--- config.mk ---
export PLATFORM = sky130hd
export DESIGN_NAME = mem_access_ctrl
export DESIGN_NICKNAME = d
export VERILOG_FILES = /design/src/rtl/mem_access_ctrl.sv
export SDC_FILE = /design/constraint.sdc
export NUM_CORES = 1
export LEC_CHECK = 0
export CORE_MARGIN = 2
export CORE_UTILIZATION = 43
export DETAILED_ROUTE_END_ITERATION = 10
export GPL_TIMING_DRIVEN = 0
export PLACE_DENSITY = 0.84
export RECOVER_POWER = 25
export REMOVE_ABC_BUFFERS = 1
export SETUP_SLACK_MARGIN = 0.1
export SLEW_MARGIN = 10
export SYNTH_ARGS = -nofsm -noshare
export SYNTH_HDL_FRONTEND = slang
export SYNTH_SLANG_ARGS = --single-unit
--- constraint.sdc ---
create_clock -name clk -period 2.3 [get_ports clk]
set_input_delay 0.23 -clock clk [delete_from_list [all_inputs] [get_ports clk]]
set_output_delay 0.23 -clock clk [all_outputs]
set_load 0.05 [all_outputs]
--- src/rtl/mem_access_ctrl.sv ---
// mem_access_ctrl: sequences single-word accesses onto a banked bit array.
// Define MEM_ACCESS_CTRL_INIT_EN to zero the whole array after reset.
// Ports:
//   clk, rst           clock (rising edge), async active-low reset
//   req_valid/ready    request handshake; req_write selects write or read
//   req_addr           {bank,row,col}, bank in the MSBs
//   req_wdata/wmask    write data and per-bit write mask
//   rsp_valid/ready    read response handshake, rsp_rdata is the word
//   bank/row/col_select  array address
//   write_enable       per-bit array write strobe
//   data_in, data_out  array write data, array read data (combinational)
//   init_done          high once requests can be accepted
module mem_access_ctrl #(
    parameter int NUM_BANKS  = 4,
    parameter int ROWS       = 64,
    parameter int COLS       = 64,
    parameter int DATA_WIDTH = 8,
    localparam int BW = $clog2(NUM_BANKS),
    localparam int RW = $clog2(ROWS),
    localparam int CW = $clog2(COLS / DATA_WIDTH),
    localparam int AW = BW + RW + CW
) (
    input  logic                  clk,
    input  logic                  rst,
    input  logic                  req_valid,
    output logic                  req_ready,
    input  logic                  req_write,
    input  logic [AW-1:0]         req_addr,
    input  logic [DATA_WIDTH-1:0] req_wdata,
    input  logic [DATA_WIDTH-1:0] req_wmask,
    output logic                  rsp_valid,
    input  logic                  rsp_ready,
    output logic [DATA_WIDTH-1:0] rsp_rdata,
    output logic [BW-1:0]         bank_select,
    output logic [RW-1:0]         row_select,
    output logic [CW-1:0]         col_select,
    output logic [DATA_WIDTH-1:0] write_enable,
    output logic [DATA_WIDTH-1:0] data_in,
    input  logic [DATA_WIDTH-1:0] data_out,
    output logic                  init_done
);

    typedef enum logic [2:0] {
        INIT,
        IDLE,
        WRITE,
        READ,
        RESP
    } state_t;

`ifdef MEM_ACCESS_CTRL_INIT_EN
    localparam state_t RST_STATE = INIT;
    localparam int     NCOL      = COLS / DATA_WIDTH;
`else
    localparam state_t RST_STATE = IDLE;
`endif

    state_t                state;
    state_t                state_nxt;
    logic [DATA_WIDTH-1:0] wmask_q;
    logic                  hs;

    assign hs        = req_valid & req_ready;
    assign rsp_valid = (state == RESP);

`ifdef MEM_ACCESS_CTRL_INIT_EN
    // The sweep address is the select register itself, so the first
    // cell is written in the very first cycle after reset release.
    logic col_last;
    logic row_last;
    logic bank_last;
    logic sweep_last;

    assign col_last   = (col_select == CW'(NCOL - 1));
    assign row_last   = (row_select == RW'(ROWS - 1));
    assign bank_last  = (bank_select == BW'(NUM_BANKS - 1));
    assign sweep_last = col_last & row_last & bank_last;
`else
    assign init_done = 1'b1;
`endif

    always_comb begin
        state_nxt = state;
        unique case (state)
            INIT: begin
`ifdef MEM_ACCESS_CTRL_INIT_EN
                if (sweep_last) state_nxt = IDLE;
`else
                state_nxt = IDLE;
`endif
            end
            IDLE: begin
                if (hs) state_nxt = req_write ? WRITE : READ;
            end
            WRITE: state_nxt = IDLE;
            READ:  state_nxt = RESP;
            RESP: begin
                if (rsp_ready) state_nxt = IDLE;
            end
            default: state_nxt = IDLE;
        endcase
    end

    always_comb begin
        write_enable = '0;
        if (state == WRITE) begin
            write_enable = wmask_q;
        end
`ifdef MEM_ACCESS_CTRL_INIT_EN
        // Reset holds the FSM in INIT; keep the strobe quiet until release.
        else if (state == INIT && rst) begin
            write_enable = '1;
        end
`endif
    end

    always_ff @(posedge clk or negedge rst) begin
        if (!rst) begin
            state       <= RST_STATE;
            req_ready   <= 1'b0;
            bank_select <= '0;
            row_select  <= '0;
            col_select  <= '0;
            data_in     <= '0;
            wmask_q     <= '0;
            rsp_rdata   <= '0;
`ifdef MEM_ACCESS_CTRL_INIT_EN
            init_done   <= 1'b0;
`endif
        end else begin
            state     <= state_nxt;
            // Ready is a registered copy of "next state is IDLE".
            req_ready <= (state_nxt == IDLE);
            if (hs) begin
                {bank_select, row_select, col_select} <= req_addr;
                if (req_write) begin
                    data_in <= req_wdata;
                    wmask_q <= req_wmask;
                end
            end
            if (state == READ) begin
                rsp_rdata <= data_out;
            end
`ifdef MEM_ACCESS_CTRL_INIT_EN
            if (state == INIT) begin
                if (sweep_last) begin
                    init_done <= 1'b1;
                end else if (col_last) begin
                    col_select <= '0;
                    if (row_last) begin
                        row_select  <= '0;
                        bank_select <= bank_select + BW'(1);
                    end else begin
                        row_select <= row_select + RW'(1);
                    end
                end else begin
                    col_select <= col_select + CW'(1);
                end
            end
`endif
        end
    end

endmodule

# Yosys cells after proc, flatten, opt, wreduce, memory -nomap -nowiden
# Index checks and enable logic that the tools add are counted.
[totals]
in_bits = 40
register_bits = 39
word_cells = 20
out_inout_bits = 38
[classes]
reduce_logical = 1
eq_ne = 5
bitwise = 1
mux = 5
[op_table]
columns = ["operator", "count"]
rows = [
  ["$pmux W3 S3", 1],
  ["$mux W8", 1],
  ["$eq A3 B1 Y1 const B", 2],
  ["$eq A3 B2 Y1 const B", 2],
  ["$mux W3", 2],
  ["$eq A3 B3 Y1 const B", 1],
  ["$reduce_and A2 Y1", 1],
  ["$and A1 B1 Y1", 1],
  ["$mux W1", 1],
]

# Depth between registers and ports, before layout
# Gate-level depths: netlist of run 1.
[logic_depth]
ltp_word = 4
depth_mapped = 3
mapped_depth_nobuf = 2

# Worst setup path before layout of run 1
# No wires, ideal clock.
[synth_path]
path_type = "register to output"
from = "reg state[1]"
to = "out rsp_valid"
arrival_time_ns = 1.657
stages_incl_launch_ff = 3
setup_slack_ns = 0.413
t_required_ns = 2.070
path_buffers = 1
path_cell_list = "dfrtp_1 -> clkbuf_2 -> nor3b_1"
[synth_via]
elab_chain_cells = 1
[synth_rtl]
columns = ["element", "line", "rtl"]
rows = [
  ["start: declaration", "58", "state_t state;"],
  ["start signal: assignment", "131", "state <= state_nxt;"],
  ["$eq A3 B3 Y1", "64", "assign rsp_valid = (state == RESP);"],
  ["end: declaration", "31", "output logic rsp_valid,"],
]
# No other way between the ends.

# Final worst setup path of run 1
[layout_path]
from = "reg state[1]"
to = "out write_enable[0]"
[layout_via]
elab_chain_cells = 2
[layout_rtl]
columns = ["element", "line", "rtl"]
rows = [
  ["$eq A3 B2 Y1", "106", "if (state == WRITE) begin"],
  ["$mux W8", "106", ""],
  ["end: declaration", "37", "output logic [DATA_WIDTH-1:0] write_enable,"],
]
# No other way between the ends.

==> results of run 1 <==
-- synth_stat cells, drive strengths merged --
master and count:
a21o 1, a21oi 2, a31o 1, and2 8, buf 3, clkbuf 1
conb 1, dfrtp 38, dfstp 1, mux2 35, nand2 1, nand2b 1
nand3 1, nand3b 1, nor2b 1, nor3b 3, nor4b 1
-- timing repair --
action                                 4_1_cts  5_1_grt
pin swaps                                    0        0
endpoints found under the hold margin        0        0
setup endpoints to repair                    8        8
resized for setup                            8        1
-- worst max-delay path by stage --
stage	slack (ps)	cells past startpoint	to
6_report	230	3	write_enable[0]
5_1_grt	130	3	write_enable[1]
4_1_cts	160	3	write_enable[0]
3_5_place_dp	210	3	write_enable[2]
3_3_place_gp	180	1	bank_select[0]
2_1_floorplan	460	1	rsp_valid
-- critical path: cells and delay by family, from the launching register on --
kind	cells	cell delay [ps]
buffers and inverters	1	530
flip-flops	1	480
AND/OR/NAND/NOR	2	540
-- power by group through the flow --
stage               Combinational (uW)  Sequential [uW]  Clock [uW]
floorplan                          539             1980           0
global placement                  1970             1180           0
detailed placement                1990             1200           0
CTS                               1990             1190         602
global route                      2060             1240         635
finish                            1970             1200         580
-- area by class of cell --
class | instances | area (um^2) | share of cell area
multi-input combinational | 57 | 603 | 0.241
sequential | 39 | 977 | 0.390
clock buffer | 6 | 82.6 | 0.0330
tap | 48 | 60.1 | 0.0240
timing repair buffer | 76 | 744 | 0.298
clock inverter | 2 | 35.0 | 0.0140
-- placed cells by master, fill, tap and decap left out, types with 2 or more instances in the layout --
| cell | instances |
|---|---|
| mux2_4 | 10 |
| dfrtp_1 | 38 |
| a21oi_1 | 2 |
| and2_1 | 8 |
| clkdlybuf4s50_1 | 67 |
| dlygate4sd2_1 | 8 |
| nor3b_1 | 2 |
| mux2_2 | 25 |
| clkbuf_8 | 6 |
-- sequential cells by signal (all words and copies together) (netlist names) --
| register | flops |
|---|---|
| rsp_rdata | 8 |
| data_in | 8 |
| col_select | 3 |
| state | 3 |
| wmask_q | 8 |
| bank_select | 2 |
| req_ready | 1 |
| row_select | 6 |
-- metal layers --
| metal | share of wire | wire length, um | vias up | GRT usage |
|---|---|---|---|---|
| met5 | 0 | 0 | - | 0 |
| met4 | 0.010 | 35 | 0 | 0.0781 |
| met3 | 0.066 | 221 | 4 | 0.0514 |
| met2 | 0.49 | 1640 | 49 | 0.282 |
| met1 | 0.43 | 1450 | 526 | 0.225 |
| li1 | - | - | 506 | - |
-- metrics by stage --
| step | worst slack [ps] | power, uW | utilization |
|---|---|---|---|
| 5_1_grt | 130 | 3930 | 0.689 |
| 4_1_cts | 162 | 3780 | 0.687 |
| 3_5_place_dp | 215 | 3190 | 0.658 |
| 6_report | 235 | 3750 | 0.689 |
| 3_3_place_gp | 181 | 3140 | 0.659 |
| 2_1_floorplan | 464 | 2520 | - |
-- cell families (layout without fill, tap and decap cells) --
group / count (synthesis) / count (layout)
other cells: 1 / 1
mux: 35 / 35
buf+inv: 4 / 84
flops: 39 / 39
compound gates: 4 / 4
simple gates: 17 / 17
==> results by group, run 1 <==
STA
  • Setup TNS: 0 ps
  • Fin crit share: 0.898
  • Skew final: 5.48 ps
  • RSZ-0062 raised after global routing: no
  • WHS: 501 ps
  • Min Tclk post-route: 2070 ps
  • Max Slew Vio Count: 40
  • Number of hold violations in the final report: 0
  • Final setup violation count: 0
  • Max_slew headroom: -0.347
  • Worst-margin pin slew: 2020 ps
  • Fmax: 484 MHz

Hold path
  • Hold Crit Start: wmask_q[3]
  • Worst Hold Depth: 1
  • Worst hold path endpoint: wmask_q[3]
  • Class of the worst hold path: flop to flop

Pwr
  • Clk pwr share: 0.155
  • Cell internal pwr: 2160 uW
  • Sw frac: 0.423
  • Sw power: 1580 uW
  • Power per standard cell area: 1500 nW/um^2
  • Seq pwr share: 0.319
  • Comb pwr share: 0.526
  • Leak: 0.00110 uW
  • Worst VDD drop: 0.724 mV

Status
  • Outcome: finished with violations
  • Failing checks: max-capacitance violations, max-slew violations

Routing
  • DRT iter0 DRCs: 45
  • DR vias: 1,085
  • Residual DRC: 0
  • Drt first pass iters: 3
  • Final WL: 3.34 mm
  • Post-route ant nets: 0
  • Vias per inst: 4.76
  • DR WL/cell: 14.7 um

Die
  • Die area: 4250 um^2
  • CORE AREA: 3630 um^2
  • Number of top-level pins: 78
  • # rows: 22
  • Die X-Extent: 65.2 um
  • Die Ht: 65.2 um
  • Initial Util: 0.443

Job
  • Max-Cap Viols: 1

Logic synthesis
  • Post-synthesis register bit count: 39
  • Synth top area cells: dfrtp_1 (59%), mux2_2 (17%), mux2_4 (9.3%)
  • Share of the synthesized area in the top cell type: 0.591
  • Syn. warnings: 0
  • Compound-Gate Fraction of Synth Area: 0.0171
  • Yosys cell types: 20
  • Post-synthesis adder-cell area fraction: 0
  • Post-Synthesis Cells: 100
  • Multiplexer share of the synthesized area: 0.268
  • Syn avg cell area: 16.1 um^2
  • Simple-gate share of the synthesized area: 0.0832
  • Synth area leader: dfrtp_1
  • Mapped Area: 1610 um^2
  • Largest family of logic cells by synthesized area: multiplexers
  • Synth Area in XOR/XNOR: 0
  • Register area share after synthesis: 0.607

Clock network
  • CTS clk-pin slew, worst paths: 70 ps
  • Num CTS Buffers: 5
  • Root buffer cell: clkbuf_8
  • CTS H-tree depth: 2
  • Hold buffer count at cts: 0
  • TritonCTS clock tree: yes
  • Clock sinks: 39
  • Clock tree buffer depth: 2
  • Setup bufs post-CTS: 0
  • Clock Latency Late Sink: 290 ps

Critical path
  • Worst setup EP type: output pin
  • Reg2reg start: state[0]
  • Data required time of the worst path: 2070 ps
  • Crit Path Class: flop to output pin
  • Worst Setup SP: state[1]
  • Crit Path Max Fanout: 8
  • Worst r2r path cells: 2
  • Crit-path slowest cell: dlygate4sd2_1
  • Worst EP arrival: 1840 ps
  • Crit path largest cell delay: 530 ps
  • Reg-to-Reg End: rsp_rdata[1]
  • CP cell instances: nor3b_4 > and2_1 > dlygate4sd2_1
  • Startpoint class of the critical path: flop
  • Setup slack, reg-to-reg: 1020 ps

Placement
  • Placed Area: 2390 um^2
  • Port bufs: 76
  • Detailed Place HPWL: 2.47 mm
  • Placed cells: 220
  • Final GP Congestion: 0.741

Finish
  • Design area: 2500 um^2
  • Total Nets Final: 219
  • Layout area overhead: 55.5%
  • Ant diodes: 0
  • Post-route insts no fill: 228
  • Filler cell count: 281
  • Share of layout cells above drive strength 1: 0.278

Global route
  • Initial antenna violation count: 0
  • Largest net degree at the start of global routing: 40
  • GRT Total Usage: 0.177
  • Vias in the first global route: 1,102
  • First-pass GRT wire length: 5.53 mm
  • Total gr overflow: 0
Note: power is estimated with default switching activity, not from simulation.
==> run 2, diff against run 1 <==
Settings changed: MAX_ROUTING_LAYER set to met4.
==> run 2 against run 1 <==
Compared with the run above:
- the flow still finishes with violations (max-capacitance violations, max-slew violations)
- global-route usage grew 0.33 points
- sequential share of layout area unchanged
- sequential cell count did not move
- sequential power about the same
- via count down 0.18%
- worst hold slack worse by 0.85 ps
- utilization is the same
- worst setup slack improved by 2.2 ps
- largest cell class unchanged
==> results by group, run 2 (synthesis gave the netlist of run 1 again) <==
Clock network
  • CTS clk-pin slew, worst paths: 70 ps (about the same)
  • Clock tree buffer depth: 2 (unchanged)
  • Root buffer cell: clkbuf_8
  • Clock sinks: 39 (unchanged)
  • Clock Latency Late Sink: 290 ps (about the same)
  • TritonCTS clock tree: yes
  • CTS H-tree depth: 2 (unchanged)
  • Num CTS Buffers: 5 (unchanged)
  • Hold buffer count at cts: 0 (unchanged)

Die
  • Initial Util: 0.443 (unchanged)
  • Die X-Extent: 65.2 um (unchanged)
  • Number of top-level pins: 78 (unchanged)
  • CORE AREA: 3630 um^2 (unchanged)
  • Die Ht: 65.2 um (unchanged)
  • Die area: 4250 um^2 (unchanged)
  • # rows: 22 (unchanged)

Finish
  • Layout area overhead: 55.5% (unchanged)
  • Biggest registers after layout: data_in (8), rsp_rdata (8), wmask_q (8)
  • Ant diodes: 0 (unchanged)
  • Total Nets Final: 219 (unchanged)
  • Post-route insts no fill: 228 (unchanged)
  • Filler cell count: 281 (unchanged)
  • Most common cell after layout, fill and taps aside: clkdlybuf4s50_1
  • Most frequent cells in the layout: clkdlybuf4s50_1 (67), dfrtp_1 (38), mux2_2 (25), mux2_4 (10)
  • Share of layout cells above drive strength 1: 0.278 (unchanged)

Hold path
  • Hold Crit Start: wmask_q[7]
  • Class of the worst hold path: flop to flop

Critical path
  • Crit path largest cell delay: 530 ps (about the same)
  • Crit-path slowest cell: dlygate4sd2_1
  • Crit Path Max Fanout: 8 (unchanged)
  • Crit Path Class: flop to output pin
  • Startpoint class of the critical path: flop
  • Worst Setup SP: state[1]
  • CP cell instances: nor3b_4 > and2_1 > dlygate4sd2_1
  • Worst setup EP type: output pin
  • Setup slack, reg-to-reg: 1030 ps (about the same)
  • Data required time of the worst path: 2070 ps (about the same)
  • Buf/Inv on CP: 1 (unchanged)
  • Worst EP arrival: 1830 ps (about the same)
  • Reg2reg start: state[0]
  • Delay-heaviest family, CP: simple AND/OR/NAND/NOR gates

STA
  • RSZ-0062 raised after global routing: no
  • Fmax: 485 MHz (+0.10%)
  • Fin crit share: 0.897 (-0.000940)
  • Max_slew headroom: -0.343 (+0.00413)
  • Max Slew Vio Count: 40 (unchanged)
  • Number of hold violations in the final report: 0 (unchanged)
  • Min Tclk post-route: 2060 ps (-2.16 ps)
  • WHS: 501 ps (-0.850 ps)
  • Setup TNS: 0 ps (unchanged)
  • Skew final: 5.35 ps (-0.130 ps)
  • Worst-margin pin slew: 2010 ps (-6.19 ps)
  • Final setup violation count: 0 (unchanged)
  • Worst Slack Setup Final: 237 ps (+2.16 ps)

Routing
  • DR WL/cell: 14.6 um (-0.36%)
  • DR vias: 1,083 (-0.18%)
  • Final WL: 3.33 mm (-0.36%)
  • Vias per inst: 4.75 (-0.18%)
  • Drt first pass iters: 3 (unchanged)
  • Post-route ant nets: 0 (unchanged)
  • Residual DRC: 0 (unchanged)
  • DRT iter0 DRCs: 43 (-4.4%)

Status
  • Outcome: finished with violations
  • Failing checks: max-capacitance violations, max-slew violations

Placement
  • Final GP Congestion: 0.750 (+1.2%)
  • Placed cells: 220 (unchanged)
  • Detailed Place HPWL: 2.47 mm (unchanged)
  • Place WS: 215 ps (unchanged)
  • Port bufs: 76 (unchanged)

Global route
  • Largest net degree at the start of global routing: 40 (unchanged)
  • GRT Total Usage: 0.180 (+0.00333)
  • Initial antenna violation count: 0 (unchanged)
  • Vias in the first global route: 1,111 (+0.82%)
  • Total gr overflow: 0 (unchanged)
  • First-pass GRT wire length: 5.51 mm (-0.36%)

Pwr
  • Power per standard cell area: 1500 nW/um^2 (about the same)
  • Worst VDD drop: 0.724 mV (about the same)
  • Leak: 0.00110 uW (unchanged)

Job
  • Max-Cap Viols: 1 (unchanged)
## run 2: cell counts in the layout (fill, tap and decap cells not counted)
Identical to the previous run, type by type.
## run 2: through the flow
stage | area (um^2) | total power (uW) | utilization
after global placement | 2390 | 3140 | 0.659
after CTS | 2500 | 3780 | 0.687
after detailed placement | 2390 | 3190 | 0.658
after global routing | 2500 | 3930 | 0.689
final | 2500 | 3740 | 0.689
after floorplan | 1570 | 2520 | -
## run 2: worst reg2reg max path, cell delays in order (launching register included)
cell and delay (ps):
dfstp_2 600, nand3b_2 220, mux2_2 340
## run 2: repair_timing
action	4_1_cts	5_1_grt
resized for setup	8	1
endpoints found under the setup margin	8	8
buffers inserted	0	0
## run 2: layout make-up
class	count	area [um^2]	share of cell area
multi-input cells	57	603	0.241
clock inverters	2	35.0	0.0140
repair buffers	76	744	0.298
flip-flops and latches	39	977	0.390
clock buffers	6	82.6	0.0330
well taps	48	60.1	0.0240
## run 2: layer usage
metal,GRT usage,up-vias,routed length (um)
li1,-,506,-
met1,0.222,525,1440
met2,0.283,47,1620
met3,0.0360,5,212
met4,0.0938,0,63
met5,-,-,0
## run 2: path summary, 6_finish.rpt
kind | end | cells after the start
max | write_enable[0] | 3
min | wmask_q[7] | 1
max in group asynchronous | row_select[2] | 1
max reg2reg | rsp_rdata[1] | 2
min reg2reg | wmask_q[7] | 1
min in group asynchronous | wmask_q[2] | 1
## run 2: power by group
group / switching [uW] / internal [uW]
logic: 1160 / 808
clock network: 227 / 351
registers: 190 / 1000
